===== src/rtl/disp_sched_pkg.sv =====
// Shared types and constants for the display page scheduler.
//   state_e     : scheduler pages, encoded so the state value doubles as the page code
//   SegOff      : seven_seg code that blanks a digit
//   SegNegative : seven_seg code that shows a minus sign
//   Page*       : page codes driven on page_o
package disp_sched_pkg;

  typedef enum logic [2:0] {
    StEntry = 3'd0,
    StTemp  = 3'd1,
    StGap1  = 3'd2,
    StDiff  = 3'd3,
    StGap2  = 3'd4
  } state_e;

  localparam logic [3:0] SegOff      = 4'hF;
  localparam logic [3:0] SegNegative = 4'hA;

  localparam logic [2:0] PageEntry = 3'd0;
  localparam logic [2:0] PageTemp  = 3'd1;
  localparam logic [2:0] PageGap1  = 3'd2;
  localparam logic [2:0] PageDiff  = 3'd3;
  localparam logic [2:0] PageGap2  = 3'd4;

  function automatic int unsigned max_u(input int unsigned a, input int unsigned b);
    return (a > b) ? a : b;
  endfunction

endpackage


===== src/rtl/disp_sched_blink.sv =====
// Free-running blink generator. Counts 0..Half-1 and toggles blink_o on each wrap.
//   clk_i   : clock
//   rst_ni  : asynchronous active-low reset (blink_o = 1, counter = 0)
//   blink_o : blink phase, 1 = on
module blink_gen #(
  parameter int unsigned Half = 25000000
) (
  input  logic clk_i,
  input  logic rst_ni,
  output logic blink_o
);

  localparam int unsigned CntW = (Half > 1) ? $clog2(Half) : 1;

  logic [CntW-1:0] cnt_q, cnt_d;
  logic            blink_q, blink_d;

  always_comb begin
    cnt_d   = cnt_q + 1'b1;
    blink_d = blink_q;
    if (cnt_q == CntW'(Half - 1)) begin
      cnt_d   = '0;
      blink_d = ~blink_q;
    end
  end

  always_ff @(posedge clk_i or negedge rst_ni) begin
    if (!rst_ni) begin
      cnt_q   <= '0;
      blink_q <= 1'b1;
    end else begin
      cnt_q   <= cnt_d;
      blink_q <= blink_d;
    end
  end

  assign blink_o = blink_q;

endmodule


===== src/rtl/disp_sched.sv =====
// Display page scheduler for the four 7-segment digits.
// During digit entry it shows the digits entered so far with the active digit blinking;
// once entry completes it rotates TEMP -> GAP1 -> DIFF -> GAP2 -> TEMP.
//   entry_idx_i          : digit being entered (0..2), 3 = entry complete
//   entry_digit_i        : live switch digit
//   sign_on_i            : entered value is negative
//   cur_*_i              : digits already committed during entry
//   temp_*_i, diff_*_i   : current temperature and subtractor result, BCD
//   diff_neg_i           : subtractor result is negative
//   new_value_i          : one-cycle pulse, restarts rotation at TEMP
//   hold_i               : freeze the current rotation page
//   hexN_val_o/hexN_en_o : registered code and enable per seven_seg
//   page_o               : current page, blink_o : blink phase
module disp_sched
  import disp_sched_pkg::*;
#(
  parameter int unsigned DwellCyc  = 50000000,
  parameter int unsigned GapCyc    = 25000000,
  parameter int unsigned BlinkHalf = 25000000
) (
  input  logic       clk_i,
  input  logic       rst_ni,
  input  logic [2:0] entry_idx_i,
  input  logic [3:0] entry_digit_i,
  input  logic       sign_on_i,
  input  logic [3:0] cur_ones_i,
  input  logic [3:0] cur_tens_i,
  input  logic [3:0] cur_huns_i,
  input  logic [3:0] temp_ones_i,
  input  logic [3:0] temp_tens_i,
  input  logic [3:0] temp_huns_i,
  input  logic [3:0] diff_ones_i,
  input  logic [3:0] diff_tens_i,
  input  logic [3:0] diff_huns_i,
  input  logic       diff_neg_i,
  input  logic       new_value_i,
  input  logic       hold_i,
  output logic [3:0] hex0_val_o,
  output logic [3:0] hex1_val_o,
  output logic [3:0] hex2_val_o,
  output logic [3:0] hex3_val_o,
  output logic       hex0_en_o,
  output logic       hex1_en_o,
  output logic       hex2_en_o,
  output logic       hex3_en_o,
  output logic [2:0] page_o,
  output logic       blink_o
);

  localparam int unsigned CntW = $clog2(max_u(DwellCyc, GapCyc));

  state_e          state_q, state_d;
  logic [CntW-1:0] dwell_q, dwell_d;
  logic [CntW-1:0] dwell_last;
  logic [3:0][3:0] val_q, val_d;
  logic [3:0]      en_q, en_d;
  logic            blink;

  // Huns digit is never shown during entry: entry_idx 2 displays the live digit there.
  logic unused_cur_huns;
  assign unused_cur_huns = ^cur_huns_i;

  blink_gen #(
    .Half (BlinkHalf)
  ) u_blink (
    .clk_i   (clk_i),
    .rst_ni  (rst_ni),
    .blink_o (blink)
  );

  assign dwell_last = ((state_q == StTemp) || (state_q == StDiff)) ?
                      CntW'(DwellCyc - 1) : CntW'(GapCyc - 1);

  always_comb begin
    state_d = state_q;
    dwell_d = dwell_q;
    if (entry_idx_i != 3'd3) begin
      state_d = StEntry;
      dwell_d = '0;
    end else if (state_q == StEntry || new_value_i) begin
      state_d = StTemp;
      dwell_d = '0;
    end else if (!hold_i) begin
      if (dwell_q == dwell_last) begin
        dwell_d = '0;
        unique case (state_q)
          StTemp:  state_d = StGap1;
          StGap1:  state_d = StDiff;
          StDiff:  state_d = StGap2;
          StGap2:  state_d = StTemp;
          default: state_d = StEntry;
        endcase
      end else begin
        dwell_d = dwell_q + 1'b1;
      end
    end
  end

  // Outputs are decoded from the next state so the digits line up with page_o.
  always_comb begin
    val_d = {4{SegOff}};
    en_d  = 4'hF;
    unique case (state_d)
      StEntry: begin
        val_d[3] = sign_on_i ? SegNegative : SegOff;
        case (entry_idx_i)
          3'd0: val_d[0] = entry_digit_i;
          3'd1: begin
            val_d[0] = cur_ones_i;
            val_d[1] = entry_digit_i;
          end
          3'd2: begin
            val_d[0] = cur_ones_i;
            val_d[1] = cur_tens_i;
            val_d[2] = entry_digit_i;
          end
          default: ;
        endcase
        if (entry_idx_i != 3'd3) en_d[entry_idx_i[1:0]] = blink;
      end
      StTemp: begin
        val_d = {(sign_on_i ? SegNegative : SegOff), temp_huns_i, temp_tens_i, temp_ones_i};
      end
      StDiff: begin
        val_d = {(diff_neg_i ? SegNegative : SegOff), diff_huns_i, diff_tens_i, diff_ones_i};
      end
      StGap1, StGap2: ;
      default: ;
    endcase
  end

  always_ff @(posedge clk_i or negedge rst_ni) begin
    if (!rst_ni) begin
      state_q <= StEntry;
      dwell_q <= '0;
      val_q   <= {4{SegOff}};
      en_q    <= 4'hF;
    end else begin
      state_q <= state_d;
      dwell_q <= dwell_d;
      val_q   <= val_d;
      en_q    <= en_d;
    end
  end

  assign hex0_val_o = val_q[0];
  assign hex1_val_o = val_q[1];
  assign hex2_val_o = val_q[2];
  assign hex3_val_o = val_q[3];
  assign hex0_en_o  = en_q[0];
  assign hex1_en_o  = en_q[1];
  assign hex2_en_o  = en_q[2];
  assign hex3_en_o  = en_q[3];
  assign page_o     = state_q;
  assign blink_o    = blink;

endmodule


===== config.mk =====
export PLATFORM = sky130hd
export DESIGN_NAME = disp_sched
export DESIGN_NICKNAME = d
export VERILOG_FILES = /design/src/rtl/disp_sched_pkg.sv /design/src/rtl/disp_sched_blink.sv /design/src/rtl/disp_sched.sv
export SDC_FILE = /design/constraint.sdc
export NUM_CORES = 1
export LEC_CHECK = 0
export CAP_MARGIN = 20
export CORE_AREA = 8 8 123 125
export CTS_CLUSTER_SIZE = 16
export DETAILED_ROUTE_END_ITERATION = 8
export DIE_AREA = 0 0 131 133
export HOLD_SLACK_MARGIN = 0.02
export SYNTH_ARGS = -nofsm -noshare
export SYNTH_HDL_FRONTEND = slang
export SYNTH_SLANG_ARGS = --single-unit

===== constraint.sdc =====
create_clock -name clk_i -period 4 [get_ports clk_i]
set_input_delay 1 -clock clk_i [delete_from_list [all_inputs] [get_ports clk_i]]
set_output_delay 1 -clock clk_i [all_outputs]
set_load 0.05 [all_outputs]

==> results by group <==
Status
  • Outcome: complete, no violations

Power and ir drop
  • Pwr dens: 333 nW/µm²
  • Peak supply drop: 168 µV
  • Leakage: 2.01 nW
  • Power Total: 1.68 mW

Drt
  • Via count: 3307
  • Iter 0 DRT Violations: 180
  • Final antenna-violating net count: 0
  • Drt pass-1 iters: 4
  • WL final: 9.84 mm
  • Post-route DRC: 0
  • Via density: 4.91
  • Routed len/inst: 14.6 µm

Timing
  • Final Setup Violations: 0
  • Actual slew at the worst max-slew pin: 703 ps
  • Slew HR: 53.1%
  • Tcrit/Tclk final: 78.6%
  • Final worst slack: 856 ps
  • Max Slew Vio Count: 0
  • Worst Clk Skew: 6.87 ps
  • FMAX: 0.318 GHz
  • Minimum clock period: 3140 ps
  • Fin. Hold Viols: 0
  • Setup TNS: 0 ps
  • RSZ-0062 raised after global routing: no

Yosys
  • Syn Area/Cell: 9.21 µm²
  • Compound-Gate Fraction of Synth Area: 15.0%
  • Mapped Area: 3890 µm²
  • Yosys cell types: 53
  • Post-synthesis cell count: 423
  • Post-synthesis mux area share: 2.83%
  • Post-synth EDFFs: 0
  • Seq cells post-synth: 72
  • Synth Area in Adders: 0.643%
  • Ys flop type: dfrtp_1
  • Synth Area in XOR/XNOR: 5.40%
  • Sequential area share after synthesis: 46.9%
  • Largest family of logic cells by synthesized area: simple AND/OR/NAND/NOR gates
  • Async SR Flop Fraction: 100%
  • Post-Synth Simple-Gate Area: 25.2%
  • Synthesis Warnings: 0

Clock tree
  • Clock buffer depth: 2
  • CTS tree: built
  • Hold Buf Count CTS: 0
  • Post-CTS Setup Inserts: 0
  • H-tree depth: 3
  • Clock sink total: 72
  • CTS clk-pin slew, worst paths: 60 ps
  • Total CTS buffers: 9
  • Clk_lat worst skew: 340 ps
  • Root Buffer: clkbuf_16
  • CTS resizes: 0

Cells and area
  • Antenna diodes: 0
  • Final Core Density: 38.5%
  • Layout net count: 544
  • Share of layout cells above drive strength 1: 11.4%
  • Layout area overhead: 29.5%

Floorplanning
  • I/O pins: 73
  • Chip height: 133 µm
  • Initial Util: 29.8%
  • Total core area: 13100 µm²
  • Full die area: 17400 µm²
  • Die X: 131 µm
  • # rows: 42

Placed design
  • Hpwl dp: 7.26 mm
  • IO Port Bufs: 66
  • Final GP Congestion: 0.776
  • Place WS: 541 ps

Critical path
  • Flop2flop setup slack: 1240 ps
  • CP Capture Type: register
  • Crit path to: hex2_val_o[2]
  • Reg-to-reg endpoint: hex2_val_o[2]
  • CP Data Arrival Time: 3400 ps
  • Path type of the worst setup path: in2reg
  • Cells on worst reg2reg path: 8
  • Worst setup path startpoint: hold_i
  • CP max FO: 8
  • Startpoint type of the worst setup path: primary input
  • Reg2reg start: dwell_q[9]
  • Worst EP required: 4250 ps

Global routing
  • Pin count of the biggest net entering global routing: 31
  • Overflow after GRT: 0
  • Global-route wire length before repair: 16.6 mm
  • Initial antenna violation count: 0
  • Vias in the first global route: 3367
  • Gr usage total: 11.8%

Hold path
  • Worst hold path type: reg2reg

Run
  • # Max-Cap Violations: 0
==> logic make-up after synthesis <==
| logic type | after synthesis |
|---|---|
| and+or+nand+nor | 190 |
| adders and majority gates | 2 |
| other | 1 |
| muxes | 11 |
| DFF | 72 |
| buffers and inverters | 31 |
| xor gates and xnor gates | 24 |
| AOI/OAI and AO/OA | 92 |
==> sequential cells by signal (all words and copies together) (netlist names) <==
| name | cells |
|---|---|
| dwell_q | 26 |
| u_blink.cnt_q | 25 |
| en_q | 4 |
| hex0_val_o | 4 |
| hex1_val_o | 4 |
| hex2_val_o | 4 |
| page_o | 3 |
| hex3_val_o | 1 |
| u_blink.blink_o | 1 |
==> placed cells by master (no fill, tap or decap), types with 9 or more instances in the layout <==
cell type / count
clkdlybuf4s50_1: 65
dfrtp_1: 54
nor2_1: 53
nand2_1: 37
o21ai_0: 35
nand3_1: 30
dfstp_2: 18
a21oi_1: 17
nand4_1: 15
xor2_1: 15
buf_4: 15
a31oi_1: 12
mux2i_1: 11
xnor2_1: 9
clkbuf_16: 9
==> area by class of cell <==
cell class / instances / area, µm²
inverters: 8 / 30.0
well taps: 176 / 220
clock inverters: 4 / 26.3
flip-flops and latches: 72 / 1820
clock buffers: 12 / 256
multi-input cells: 321 / 1920
repair buffers: 81 / 768
fillers: 1269 / 8040
==> how the worst min path moves through the flow <==
| stage | startpoint | end | cells past startpoint |
|---|---|---|---|
| after floorplan | dwell_q[22] | dwell_q[22] | 1 |
| after global placement | u_blink.cnt_q[4] | u_blink.cnt_q[4] | 1 |
| after detailed placement | dwell_q[22] | dwell_q[22] | 1 |
| after CTS | dwell_q[22] | dwell_q[22] | 1 |
| after global routing | u_blink.cnt_q[4] | u_blink.cnt_q[4] | 1 |
| final | u_blink.cnt_q[4] | u_blink.cnt_q[4] | 1 |
==> report_power, final <==
group / internal [mW] / switching (mW) / total, mW
registers: 0.747 / 0.00398 / 0.751
clock network: 0.454 / 0.306 / 0.760
logic: 0.0740 / 0.0966 / 0.171
==> critical path, cell delays in order <==
cell	delay, ps
clkdlybuf4s50_1	480
inv_1	170
nand4_1	240
a211oi_4	470
mux2i_1	270
a21oi_1	130
nor2_1	310
buf_4	240
a31oi_1	90
==> cell usage after synthesis, types with 2 or more instances <==
cell / instances / area share [%]
a211oi_1: 2 / 0.39
a21oi_1: 17 / 2.2
a31oi_1: 12 / 1.9
a41oi_1: 2 / 0.45
and2_1: 4 / 0.64
and3_1: 5 / 0.80
and4_1: 8 / 1.8
buf_2: 6 / 0.77
buf_4: 4 / 0.77
buf_6: 2 / 0.58
clkbuf_1: 10 / 0.96
dfrtp_1: 54 / 35
dfstp_2: 18 / 12
ha_1: 2 / 0.64
inv_1: 8 / 0.77
mux2i_1: 11 / 2.8
nand2_1: 37 / 3.6
nand2b_1: 8 / 1.3
nand3_1: 30 / 3.9
nand3b_1: 3 / 0.58
nand4_1: 15 / 2.4
nand4b_1: 2 / 0.45
nor2_1: 53 / 5.1
nor2_2: 2 / 0.32
nor2b_1: 6 / 0.96
nor3_1: 3 / 0.39
nor4_1: 4 / 0.64
nor4bb_1: 2 / 0.51
o21ai_0: 35 / 4.5
o22a_1: 4 / 0.90
o31ai_1: 8 / 1.5
or3_1: 3 / 0.48
xnor2_1: 9 / 2.0
xor2_1: 15 / 3.4
==> per-layer routing <==
metal	part of all wire, %	GRT usage (%)	up-vias	routed length (µm)
met5	0	0	-	0
met4	1.5	4.02	0	143
met3	4.4	3.21	13	429
met2	49	19.0	48	4790
met1	46	14.8	1596	4480
li1	-	-	1650	-
==> stage by stage <==
stage	cell area, µm²	hold slack (ps)	cells
6_report	5040	470	674
3_3_place_gp	4750	456	656
4_1_cts	5030	484	672
5_1_grt	5040	503	674
3_5_place_dp	4750	472	656
2_1_floorplan	3900	438	424
Note: power is estimated with default switching activity, not from simulation.
